`config.mk`:
```
export PLATFORM = sky130hd
export DESIGN_NAME = lcd_nibble_writer_flat
export DESIGN_NICKNAME = d
export VERILOG_FILES = /design/src/rtl/lcd_nibble_writer_if.sv /design/src/rtl/lcd_nibble_writer.sv /design/src/flat_wrapper.sv
export SDC_FILE = /design/constraint.sdc
export NUM_CORES = 1
export LEC_CHECK = 0
export ABC_CLOCK_PERIOD_IN_PS = 4300
export CAP_MARGIN = 20
export CORE_ASPECT_RATIO = 0.9
export CORE_MARGIN = 3
export CORE_UTILIZATION = 55
export CTS_CLUSTER_SIZE = 10
export DETAILED_ROUTE_END_ITERATION = 6
export PLACE_DENSITY = 0.75
export SYNTH_ARGS = -nofsm -noshare
export SYNTH_HDL_FRONTEND = slang
export SYNTH_SLANG_ARGS = --single-unit
```
`constraint.sdc`:
```
create_clock -name clk -period 4.3 [get_ports clk]
set_clock_uncertainty 0.1 [all_clocks]
set_input_delay 0.645 -clock clk [delete_from_list [all_inputs] [get_ports clk]]
set_output_delay 0.645 -clock clk [all_outputs]
set_load 0.01 [all_outputs]
```
`src/rtl/lcd_nibble_writer_if.sv`:
```
// Request/LCD-pin bundle for lcd_nibble_writer: byte request handshake in, 4-bit LCD bus out.
interface lcd_nibble_writer_if;
    logic       in_valid;
    logic       in_ready;
    logic [7:0] in_byte;
    logic       in_rs;
    logic       in_nib_only;
    logic       rs;
    logic       en;
    logic [3:0] data;
    logic       busy;

    modport master (
        output in_valid, in_byte, in_rs, in_nib_only,
        input  in_ready, busy, rs, en, data
    );

    modport slave (
        input  in_valid, in_byte, in_rs, in_nib_only,
        output in_ready, busy, rs, en, data
    );
endinterface

```
`src/rtl/lcd_nibble_writer.sv`:
```
// HD44780-style 4-bit LCD writer: sends a byte as two timed EN-strobed nibbles, then waits.
// Optional macro LCD_LONG_CMD_WAIT_EN: clear/home commands (0x01/0x02, rs=0) use LONG_WAIT_CYC.
module lcd_nibble_writer #(
    parameter int SETUP_CYC     = 2,
    parameter int EN_HIGH_CYC   = 12,
    parameter int HOLD_CYC      = 2,
    parameter int NIB_GAP_CYC   = 50,
    parameter int WAIT_CYC      = 2000,
    parameter int LONG_WAIT_CYC = 80000
) (
    input  logic                 clk,
    input  logic                 reset,
    lcd_nibble_writer_if.slave   bus
);

    function automatic int eff(input int c);
        return (c < 1) ? 1 : c;
    endfunction

    function automatic int max2(input int a, input int b);
        return (a > b) ? a : b;
    endfunction

    // Counter is sized for the longest phase in every build so it never wraps.
    localparam int MAX_CYC = max2(max2(max2(eff(SETUP_CYC), eff(EN_HIGH_CYC)),
                                       max2(eff(HOLD_CYC), eff(NIB_GAP_CYC))),
                                  max2(eff(WAIT_CYC), eff(LONG_WAIT_CYC)));
    localparam int CW = (MAX_CYC > 1) ? $clog2(MAX_CYC) : 1;

    localparam logic [CW-1:0] L_SETUP = CW'(eff(SETUP_CYC) - 1);
    localparam logic [CW-1:0] L_EN    = CW'(eff(EN_HIGH_CYC) - 1);
    localparam logic [CW-1:0] L_HOLD  = CW'(eff(HOLD_CYC) - 1);
    localparam logic [CW-1:0] L_GAP   = CW'(eff(NIB_GAP_CYC) - 1);
    localparam logic [CW-1:0] L_WAIT  = CW'(eff(WAIT_CYC) - 1);
`ifdef LCD_LONG_CMD_WAIT_EN
    localparam logic [CW-1:0] L_LONG  = CW'(eff(LONG_WAIT_CYC) - 1);
`endif

    typedef enum logic [3:0] {
        S_IDLE, S_SETUP_H, S_EN_H, S_HOLD_H, S_GAP,
        S_SETUP_L, S_EN_L, S_HOLD_L, S_WAIT
    } state_t;

    state_t        state_q, state_d;
    logic [CW-1:0] cnt_q, cnt_d;
    logic [7:0]    byte_q, byte_d;
    logic          rs_q, rs_d;
    logic          nib_only_q, nib_only_d;
    logic [3:0]    data_q, data_d;
    logic          en_q, en_d;
    logic          last;
    logic [CW-1:0] wait_load;

    always_comb begin
`ifdef LCD_LONG_CMD_WAIT_EN
        wait_load = (!rs_q && (byte_q == 8'h01 || byte_q == 8'h02)) ? L_LONG : L_WAIT;
`else
        wait_load = L_WAIT;
`endif
    end

    // cnt_q holds the remaining cycles of the current phase minus one.
    always_comb begin
        state_d    = state_q;
        byte_d     = byte_q;
        rs_d       = rs_q;
        nib_only_d = nib_only_q;
        data_d     = data_q;
        last       = (cnt_q == '0);
        cnt_d      = last ? cnt_q : cnt_q - CW'(1);
        case (state_q)
            S_IDLE: begin
                if (bus.in_valid) begin
                    byte_d     = bus.in_byte;
                    rs_d       = bus.in_rs;
                    nib_only_d = bus.in_nib_only;
                    data_d     = bus.in_byte[7:4];
                    cnt_d      = L_SETUP;
                    state_d    = S_SETUP_H;
                end
            end
            S_SETUP_H: if (last) begin state_d = S_EN_H;   cnt_d = L_EN;   end
            S_EN_H:    if (last) begin state_d = S_HOLD_H; cnt_d = L_HOLD; end
            S_HOLD_H: begin
                if (last) begin
                    if (nib_only_q) begin
                        state_d = S_WAIT;
                        cnt_d   = wait_load;
                    end else begin
                        state_d = S_GAP;
                        cnt_d   = L_GAP;
                    end
                end
            end
            S_GAP: begin
                if (last) begin
                    state_d = S_SETUP_L;
                    cnt_d   = L_SETUP;
                    data_d  = byte_q[3:0];
                end
            end
            S_SETUP_L: if (last) begin state_d = S_EN_L;   cnt_d = L_EN;      end
            S_EN_L:    if (last) begin state_d = S_HOLD_L; cnt_d = L_HOLD;    end
            S_HOLD_L:  if (last) begin state_d = S_WAIT;   cnt_d = wait_load; end
            S_WAIT:    if (last) begin state_d = S_IDLE;   cnt_d = '0;        end
            default: begin
                state_d = S_IDLE;
                cnt_d   = '0;
            end
        endcase
        en_d = (state_d == S_EN_H) || (state_d == S_EN_L);
    end

    always_ff @(posedge clk) begin
        if (reset) begin
            state_q    <= S_IDLE;
            cnt_q      <= '0;
            byte_q     <= '0;
            rs_q       <= 1'b0;
            nib_only_q <= 1'b0;
            data_q     <= '0;
            en_q       <= 1'b0;
        end else begin
            state_q    <= state_d;
            cnt_q      <= cnt_d;
            byte_q     <= byte_d;
            rs_q       <= rs_d;
            nib_only_q <= nib_only_d;
            data_q     <= data_d;
            en_q       <= en_d;
        end
    end

    assign bus.in_ready = (state_q == S_IDLE);
    assign bus.busy     = (state_q != S_IDLE);
    assign bus.rs       = rs_q;
    assign bus.en       = en_q;
    assign bus.data     = data_q;

endmodule
```
`src/flat_wrapper.sv`:
```
// flat-port wrapper written by rule: the top's interface ports become plain ports
module lcd_nibble_writer_flat 
#(
    parameter int SETUP_CYC     = 2,
    parameter int EN_HIGH_CYC   = 12,
    parameter int HOLD_CYC      = 2,
    parameter int NIB_GAP_CYC   = 50,
    parameter int WAIT_CYC      = 2000,
    parameter int LONG_WAIT_CYC = 80000
)
  (clk, reset, bus_in_valid, bus_in_byte, bus_in_rs, bus_in_nib_only, bus_in_ready, bus_busy, bus_rs, bus_en, bus_data);
  lcd_nibble_writer_if bus_i ();
  input  logic clk;
  input  logic reset;
  input wire logic [$bits(bus_i.in_valid)-1:0] bus_in_valid;
  input wire logic [$bits(bus_i.in_byte)-1:0] bus_in_byte;
  input wire logic [$bits(bus_i.in_rs)-1:0] bus_in_rs;
  input wire logic [$bits(bus_i.in_nib_only)-1:0] bus_in_nib_only;
  output wire logic [$bits(bus_i.in_ready)-1:0] bus_in_ready;
  output wire logic [$bits(bus_i.busy)-1:0] bus_busy;
  output wire logic [$bits(bus_i.rs)-1:0] bus_rs;
  output wire logic [$bits(bus_i.en)-1:0] bus_en;
  output wire logic [$bits(bus_i.data)-1:0] bus_data;
  assign bus_i.in_valid = bus_in_valid;
  assign bus_i.in_byte = bus_in_byte;
  assign bus_i.in_rs = bus_in_rs;
  assign bus_i.in_nib_only = bus_in_nib_only;
  assign bus_in_ready = bus_i.in_ready;
  assign bus_busy = bus_i.busy;
  assign bus_rs = bus_i.rs;
  assign bus_en = bus_i.en;
  assign bus_data = bus_i.data;
  lcd_nibble_writer #(.SETUP_CYC(SETUP_CYC), .EN_HIGH_CYC(EN_HIGH_CYC), .HOLD_CYC(HOLD_CYC), .NIB_GAP_CYC(NIB_GAP_CYC), .WAIT_CYC(WAIT_CYC), .LONG_WAIT_CYC(LONG_WAIT_CYC)) u_core (.clk(clk), .reset(reset), .bus(bus_i));
endmodule
```
==> results.json, run 1 <==
{
  "status": "completed",
  "wl_per_cell_um": 15.2,
  "r2r_end": "u_core.cnt_q[0]",
  "cts_setup_buffers": 0,
  "area_growth_pct": 14.4,
  "viasPerCell": 6.20,
  "antenna_found_initial": 0,
  "fp.dieW_um": 64.3,
  "clk_pin_slew_ns": 0.11,
  "drt_iter0_markers": 140,
  "cp-start-kind": "register",
  "final_nets": 223,
  "cts_resized": 0,
  "grt_pass1_wl_um": 6660,
  "leakage_nw": 0.687,
  "reg2reg_depth": 10,
  "startpoint": "u_core.state_q[1]",
  "setup_ws_ns": 1.54,
  "switching_power_uw": 677,
  "min_path_cells": 2,
  "synth_top_area_share_pct": 38.0,
  "placed_area_sq_mm": 0.00187,
  "drt_pass1_iterations": 4,
  "hp-class": "register to register",
  "p_clk_share_pct": 12.4,
  "cts_sinks": 32,
  "finalHoldViolations": 0,
  "synth_top_cells_by_count": "dfxtp_1, a21oi_1, nand2_1",
  "synthMostInstantiatedCell": "dfxtp_1",
  "end_kind": "output port",
  "io_pins": 21,
  "worstMarginPinSlew_ns": 0.694,
  "initial_core_util_pct": 59.3,
  "ant_nets": 0,
  "syn_avg_cell_area_sq_um": 8.86,
  "power_frac_seq_pct": 32.9,
  "layout-drive-gt1-share_pct": 8.65,
  "wl_um": 3770,
  "comb_power_share_pct": 54.7,
  "synth_edf_count": 0,
  "grt_usage_pct": 22.5,
  "syn_inst": 190,
  "cts.root.buffer_cell": "clkbuf_4",
  "holdBufCountCts": 0,
  "arrival_ns": 2.02,
  "synth_top_area_cell": "dfxtp_1",
  "fin_crit_sh_pct": 64.3,
  "powerDensity_mw_per_mm2": 759,
  "gr-total-overflow": 0,
  "hold_ws_ns": 0.360,
  "htreeDepth": 2,
  "fillerInstances": 273,
  "globalplace.congestion": 0.869,
  "die-area_sq_mm": 0.00376,
  "clk_latency_ns": 0.34,
  "cts_buffers": 5,
  "final_util_pct": 67.9,
  "path_max_fanout": 12,
  "hold_start": "u_core.byte_q[2]",
  "drv_cap": 0,
  "rows": 18,
  "clockBufferDepth": 2,
  "min_period_ns": 2.76,
  "max-vdd-ir-drop_mv": 0.420,
  "final_cells": 248,
  "p_int_uw": 786,
  "crit_type": "register to output port",
  "post-place-ws_ns": 1.67,
  "tritoncts": "done",
  "core_sq_mm": 0.00284,
  "synth_async_sr_flop_share_pct": 0,
  "dp_hpwl_um": 2740,
  "relSlewSlack_pct": 53.6,
  "synth.top_cells.by_area": "dfxtp_1, a21oi_1, nand2_1",
  "setup_viol": 0,
  "first_global_vias": 1453,
  "synth_cell_types": 49,
  "vias": 1537,
  "num_antenna_cells": 0,
  "rsz0062_at_grt": "no",
  "swShare_pct": 46.3,
  "final_area_sq_mm": 0.00193,
  "ys_ff_latch": 32,
  "syn-cell-area_sq_mm": 0.00168,
  "crit_required_ns": 3.56,
  "route.detailed.drc": 0,
  "synth_ff_type": "dfxtp_1",
  "synth_seq_area_share_pct": 38.0,
  "reg2reg_slack_ns": 1.62,
  "port_buffers": 20,
  "p_total_mw": 1.46,
  "setup_tns_ns": 0,
  "r2r-start": "u_core.cnt_q[0]",
  "synth_fp_nets": 206,
  "grt_max_degree": 18,
  "fmax_mhz": 362,
  "hold_end": "u_core.byte_q[2]",
  "yosysWarnings": 0,
  "drv_slew": 0,
  "dp.cells": 240,
  "die_y_um": 58.5
}
-- worst max-delay path, cell delays in order, from the launching register on --
cell             delay [ns]
dfxtp_1                0.44
or4_4                  0.61
clkinv_1               0.09
clkdlybuf4s50_1        0.53
-- worst max-delay path by stage --
stage,endpoint,slack (ns),cells after the start
after floorplan,u_core.cnt_q[0],2.01,10
after global placement,u_core.cnt_q[5],1.72,4
after detailed placement,u_core.cnt_q[0],1.67,10
after CTS,bus_in_ready,1.55,3
after global routing,bus_in_ready,1.46,3
final,bus_in_ready,1.54,3
-- power by group through the flow --
stage               Clock, mW  Sequential, mW  Combinational (mW)
floorplan                   0           0.456               0.686
global placement            0           0.479               0.764
detailed placement          0           0.485               0.784
CTS                     0.181           0.478               0.793
global route            0.195           0.495               0.888
finish                  0.181           0.481               0.800
-- kinds of logic (layout without fill, tap and decap cells) --
| group | Yosys count | count (layout) | synth area share, % |
|---|---|---|---|
| buf+inv | 16 | 34 | 5.27 |
| simple gates | 71 | 71 | 24.9 |
| mux | 5 | 5 | 2.97 |
| flops | 32 | 32 | 38.0 |
| fa+ha+maj | 3 | 3 | 2.23 |
| compound gates | 56 | 56 | 23.0 |
| xor+xnor | 7 | 7 | 3.64 |
-- state kept, by name, indices dropped and copies added (netlist names) --
register and flops:
u_core.bus.rs 1, u_core.byte_q 4, u_core.nib_only_q 1, u_core.state_q 4
u_core.cnt_q 17, u_core.bus.en 1, u_core.bus.data 4
-- placed cells by master, fill, tap and decap left out, drive strengths merged, types with 2 or more instances in the layout --
cell type / count
nor2b: 2
inv: 5
o31ai: 6
clkdlybuf4s50: 20
xor2: 4
nand3: 5
nand2: 19
a221oi: 2
ha: 3
xnor2: 3
nand4: 4
nor3: 8
nor2: 13
mux2i: 5
or4: 6
nor4b: 2
o21ai: 2
o211ai: 2
a21o: 3
and2: 2
a21oi: 22
a211oi: 10
a22oi: 2
clkbuf: 8
or3: 4
dfxtp: 32
-- final cells by class --
class | instances | area, sq um | area share [%]
Multi-Input combinational cell | 142 | 955 | 49.5
Sequential cell | 32 | 641 | 33.2
Timing Repair Buffer | 20 | 200 | 10.4
Clock buffer | 8 | 58.8 | 3.05
Tap cell | 40 | 50.0 | 2.60
Inverter | 6 | 22.5 | 1.17
-- per-layer routing --
layer	track usage (%)	part of all wire [%]	vias to the layer above
li1	-	-	746
met1	29.4	47	724
met2	36.6	46	58
met3	5.34	5.9	9
met4	8.43	1.4	0
met5	0	0	-
No activity file was read; power rests on OpenSTA's default activity.
==> run 2, diff against run 1 <==
--- a/config.mk
+++ b/config.mk
@@ -5,14 +5,14 @@
 export SDC_FILE = /design/constraint.sdc
 export NUM_CORES = 1
 export LEC_CHECK = 0
-export ABC_CLOCK_PERIOD_IN_PS = 4300
+export ABC_CLOCK_PERIOD_IN_PS = 2700
 export CAP_MARGIN = 20
 export CORE_ASPECT_RATIO = 0.9
 export CORE_MARGIN = 3
-export CORE_UTILIZATION = 55
+export CORE_UTILIZATION = 54
 export CTS_CLUSTER_SIZE = 10
 export DETAILED_ROUTE_END_ITERATION = 6
-export PLACE_DENSITY = 0.75
+export PLACE_DENSITY = 0.74
 export SYNTH_ARGS = -nofsm -noshare
 export SYNTH_HDL_FRONTEND = slang
 export SYNTH_SLANG_ARGS = --single-unit
==> constraint.sdc (replaced) <==
create_clock -name clk -period 2.7 [get_ports clk]
set_clock_uncertainty 0.1 [all_clocks]
set_input_delay 0.405 -clock clk [delete_from_list [all_inputs] [get_ports clk]]
set_output_delay 0.405 -clock clk [all_outputs]
set_load 0.01 [all_outputs]
==> run 2 against run 1 <==
- clock-buffer cell count unchanged
- setup slack worse by 1.4 ns
- routed wire length is 1.1% higher
- global-route usage fell by 0.23 points
- largest power group unchanged
- critical path depth did not move
- highest routed layer unchanged
- register-to-register slack worse by 1.3 ns
- critical endpoint unchanged
- core utilization increased by 1.0 points
- power up 62%
- die area rose by 1.7%
- combinational power increased by 62%
==> results.json, run 2 (same netlist as run 1, synthesis figures left out) <==
{
  "ant_nets": 0,
  "globalplace.congestion": 0.919,
  "cts_buffers": 5,
  "port_buffers": 20,
  "fin_crit_sh_pct": 94.2,
  "final_cells": 254,
  "hold_ws_ns": 0.362,
  "layout-drive-gt1-share_pct": 11.2,
  "cts_sinks": 32,
  "powerDensity_mw_per_mm2": 1200,
  "clockBufferDepth": 2,
  "r2r-start": "u_core.cnt_q[0]",
  "status": "completed",
  "dp.cells": 246,
  "min_path_cells": 2,
  "mostFrequentLayoutCells": "dfxtp_1, a21oi_1, clkdlybuf4s50_1, nand2_1, nor2_1",
  "route.detailed.drc": 0,
  "final_util_pct": 68.9,
  "rows": 18,
  "setup_ws_ns": 0.157,
  "initial_core_util_pct": 58.9,
  "tritoncts": "done",
  "final_nets": 229,
  "end_kind": "output port",
  "die_y_um": 59.0,
  "relSlewSlack_pct": 61.2,
  "grt_pass1_wl_um": 6370,
  "area_growth_pct": 17.1,
  "path_cells": "or4_4, clkinv_1, clkdlybuf4s50_1",
  "min_period_ns": 2.54,
  "core_sq_mm": 0.00286,
  "hold_start": "u_core.byte_q[3]",
  "r2r_end": "u_core.cnt_q[0]",
  "reg2reg_slack_ns": 0.29,
  "cp-start-kind": "register",
  "finalHoldViolations": 0,
  "io_pins": 21,
  "reg2reg_depth": 10,
  "viasPerCell": 5.93,
  "holdBufCountCts": 0,
  "gr-total-overflow": 0,
  "die-area_sq_mm": 0.00383,
  "final_area_sq_mm": 0.00197,
  "setup_tns_ns": 0,
  "crit_type": "register to output port",
  "largest_reg_flops": 17,
  "rsz0062_at_grt": "no",
  "grt_max_degree": 18,
  "top_register": "u_core.cnt_q",
  "fmax_mhz": 393,
  "crit_family": "simple AND/OR/NAND/NOR gates",
  "clk_pin_slew_ns": 0.10,
  "cpPeakStageDelay_ns": 0.62,
  "vias": 1506,
  "hold_end": "u_core.byte_q[3]",
  "arrival_ns": 2.04,
  "setup_viol": 0,
  "startpoint": "u_core.state_q[1]",
  "worstMarginPinSlew_ns": 0.581,
  "crit_slowest_cell": "or4_4",
  "hp-class": "register to register",
  "grt_usage_pct": 22.3,
  "max-vdd-ir-drop_mv": 0.722,
  "drt_pass1_iterations": 5,
  "path_max_fanout": 12,
  "first_global_vias": 1387,
  "crit_required_ns": 2.19,
  "layout_commonest_cell": "dfxtp_1",
  "cts.root.buffer_cell": "clkbuf_4",
  "wl_um": 3810,
  "worst-path-buf-inv": 2,
  "antenna_found_initial": 0,
  "drt_iter0_markers": 129,
  "num_antenna_cells": 0,
  "clk_latency_ns": 0.35,
  "post-place-ws_ns": 0.337,
  "leakage_nw": 0.716,
  "htreeDepth": 2,
  "wl_per_cell_um": 15.0,
  "drv_slew": 0,
  "dp_hpwl_um": 2730,
  "placed_area_sq_mm": 0.00191,
  "drv_cap": 0,
  "p_total_mw": 2.36,
  "cts_setup_buffers": 0,
  "cts_resized": 0,
  "fp.dieW_um": 64.9
}
## run 2: cell types whose count changed in the layout (fill, tap and decap cells not counted)
cell / change
buf_4: +6
## run 2: layer usage
metal | vias to the layer above | track usage [%] | wire [um]
met2 | 42 | 35.3 | 1790
met1 | 705 | 28.2 | 1760
met3 | 7 | 7.40 | 198
li1 | 752 | - | -
met4 | 0 | 9.04 | 60
met5 | - | 0 | 0
## run 2: cell type report
class | count | area (sq um)
multi-input combinational | 142 | 955
sequential | 32 | 641
fill | 249 | 888
timing repair buffer | 26 | 245
clock buffer | 8 | 58.8
inverter | 6 | 22.5
tap | 40 | 50.0
## run 2: where the power goes
group	internal, mW	switching, mW
sequential	0.605	0.157
combinational	0.557	0.744
clock	0.128	0.171
## run 2: worst register-to-register path: stages, from the launching register on
cell	delay [ns]
dfxtp_1	0.35
inv_1	0.08
ha_1	0.20
nor4b_4	0.29
nand4b_4	0.19
nor2_1	0.20
inv_1	0.16
ha_1	0.21
nor2b_1	0.13
a311o_1	0.32
a21oi_1	0.11
## run 2: worst max-delay path by stage
stage	endpoint	slack (ns)	depth (start not counted)
2_1_floorplan	u_core.cnt_q[0]	0.41	10
3_3_place_gp	u_core.cnt_q[0]	0.41	10
3_5_place_dp	u_core.cnt_q[0]	0.34	10
4_1_cts	bus_in_ready	0.14	3
5_1_grt	bus_in_ready	0.09	3
6_report	bus_in_ready	0.16	3
==> run 3, diff against run 2 <==
--- a/config.mk
+++ b/config.mk
@@ -13,6 +13,7 @@
 export CTS_CLUSTER_SIZE = 10
 export DETAILED_ROUTE_END_ITERATION = 6
 export PLACE_DENSITY = 0.74
+export RECOVER_POWER = 100
 export SYNTH_ARGS = -nofsm -noshare
 export SYNTH_HDL_FRONTEND = slang
 export SYNTH_SLANG_ARGS = --single-unit
==> run 3 against run 2 <==
- via count grew 0.13%
- power shrank 1.2%
- core utilization down 0.57 points
- largest power group unchanged
- setup slack improved by 0.0016 ns
- final area shrank 0.82%
- combinational power is essentially flat
- register-to-register slack lost 0.02 ns
- first-iteration DRC count is 29% higher
- worst hold slack hardly changed
==> results.json, run 3 (same netlist as run 1, synthesis figures left out) <==
{
  "initial_core_util_pct": 58.9,
  "setup_tns_ns": 0,
  "clk_latency_ns": 0.35,
  "holdBufCountCts": 0,
  "globalplace.congestion": 0.919,
  "clk_pin_slew_ns": 0.10,
  "fmax_mhz": 394,
  "setup_viol": 0,
  "fin_crit_sh_pct": 94.1,
  "fillerInstances": 254,
  "post-place-ws_ns": 0.337,
  "clockBufferDepth": 2,
  "final_area_sq_mm": 0.00196,
  "rsz0062_at_grt": "no",
  "min_path_cells": 2,
  "first_global_vias": 1387,
  "htreeDepth": 2,
  "ant_nets": 0,
  "port_buffers": 20,
  "final_nets": 229,
  "hold_ws_ns": 0.362,
  "core_sq_mm": 0.00286,
  "dp_hpwl_um": 2730,
  "status": "completed",
  "cts_buffers": 5,
  "mostFrequentLayoutCells": "dfxtp_1, a21oi_1, nand2_1, nor2_1, clkdlybuf4s50_1",
  "die-area_sq_mm": 0.00383,
  "final_cells": 254,
  "layout-drive-gt1-share_pct": 9.35,
  "cts_sinks": 32,
  "cts_setup_buffers": 0,
  "hold_start": "u_core.byte_q[3]",
  "grt_max_degree": 18,
  "grt_usage_pct": 22.3,
  "area_growth_pct": 16.1,
  "arrival_ns": 2.04,
  "rows": 18,
  "relSlewSlack_pct": 61.6,
  "p_total_mw": 2.33,
  "viasPerCell": 5.94,
  "min_period_ns": 2.54,
  "dp.cells": 246,
  "path_max_fanout": 12,
  "crit_type": "register to output port",
  "leakage_nw": 0.727,
  "top_register": "u_core.cnt_q",
  "largest_reg_flops": 17,
  "die_y_um": 59.0,
  "route.detailed.drc": 0,
  "grt_pass1_wl_um": 6370,
  "final_util_pct": 68.4,
  "drt_pass1_iterations": 4,
  "vias": 1508,
  "crit_required_ns": 2.19,
  "cp-start-kind": "register",
  "drv_cap": 0,
  "r2r-start": "u_core.cnt_q[0]",
  "antenna_found_initial": 0,
  "end_kind": "output port",
  "worstMarginPinSlew_ns": 0.576,
  "io_pins": 21,
  "tritoncts": "done",
  "powerDensity_mw_per_mm2": 1190,
  "drt_iter0_markers": 167,
  "max-vdd-ir-drop_mv": 0.721,
  "cts_resized": 0,
  "reg2reg_slack_ns": 0.27,
  "gr-total-overflow": 0,
  "placed_area_sq_mm": 0.00191,
  "fp.dieW_um": 64.9,
  "num_antenna_cells": 0,
  "drv_slew": 0,
  "r2r_end": "u_core.cnt_q[5]",
  "hold_end": "u_core.byte_q[3]",
  "finalHoldViolations": 0,
  "cts.root.buffer_cell": "clkbuf_4",
  "setup_ws_ns": 0.159,
  "reg2reg_depth": 7,
  "hp-class": "register to register",
  "layout_commonest_cell": "dfxtp_1",
  "wl_um": 3780,
  "wl_per_cell_um": 14.9
}
-- run 3: cell count changes in the layout (fill, tap and decap cells not counted) --
cell,change
a221oi_1,+1
a211oi_1,+1
a21o_1,+1
clkbuf_1,+1
clkdlybuf4s50_1,-7
dlygate4sd3_1,+7
a211oi_2,-1
a221oi_2,-1
buf_4,-1
a21o_2,-1
-- run 3: where the power goes --
part           total [mW]  switching [mW]  internal [mW]
Clock               0.298           0.170          0.128
Combinational        1.28           0.739          0.538
Sequential          0.759           0.154          0.605
Total                2.33            1.06           1.27
-- run 3: worst max path at each step --
stage | startpoint | endpoint | slack, ns | cells after the start
2_1_floorplan | u_core.cnt_q[0] | u_core.cnt_q[0] | 0.41 | 10
3_3_place_gp | u_core.cnt_q[0] | u_core.cnt_q[0] | 0.41 | 10
3_5_place_dp | u_core.cnt_q[0] | u_core.cnt_q[0] | 0.34 | 10
4_1_cts | u_core.state_q[1] | bus_in_ready | 0.14 | 3
5_1_grt | u_core.state_q[1] | bus_in_ready | 0.09 | 3
6_report | u_core.state_q[1] | bus_busy | 0.16 | 2
-- run 3: layout make-up --
cell class              count  area, sq um  area share, %
multi-input cells         142          942           48.2
flip-flops and latches     32          641           32.8
repair buffers             26          241           12.3
clock buffers               8         58.8           3.01
well taps                  40         50.0           2.56
inverters                   6         22.5           1.15
-- run 3: critical path, stage by stage, from the launching register on --
cell,delay (ns)
dfxtp_1,0.44
or4_4,0.62
dlygate4sd3_1,0.63
-- run 3: metal layers --
layer  GRT usage [%]  up-vias  routed length [um]
met5               0        -                   0
met4            9.04        0                  60
met3            7.40        7                 224
met2            35.3       42                1790
met1            28.2      708                1700
li1                -      751                   -
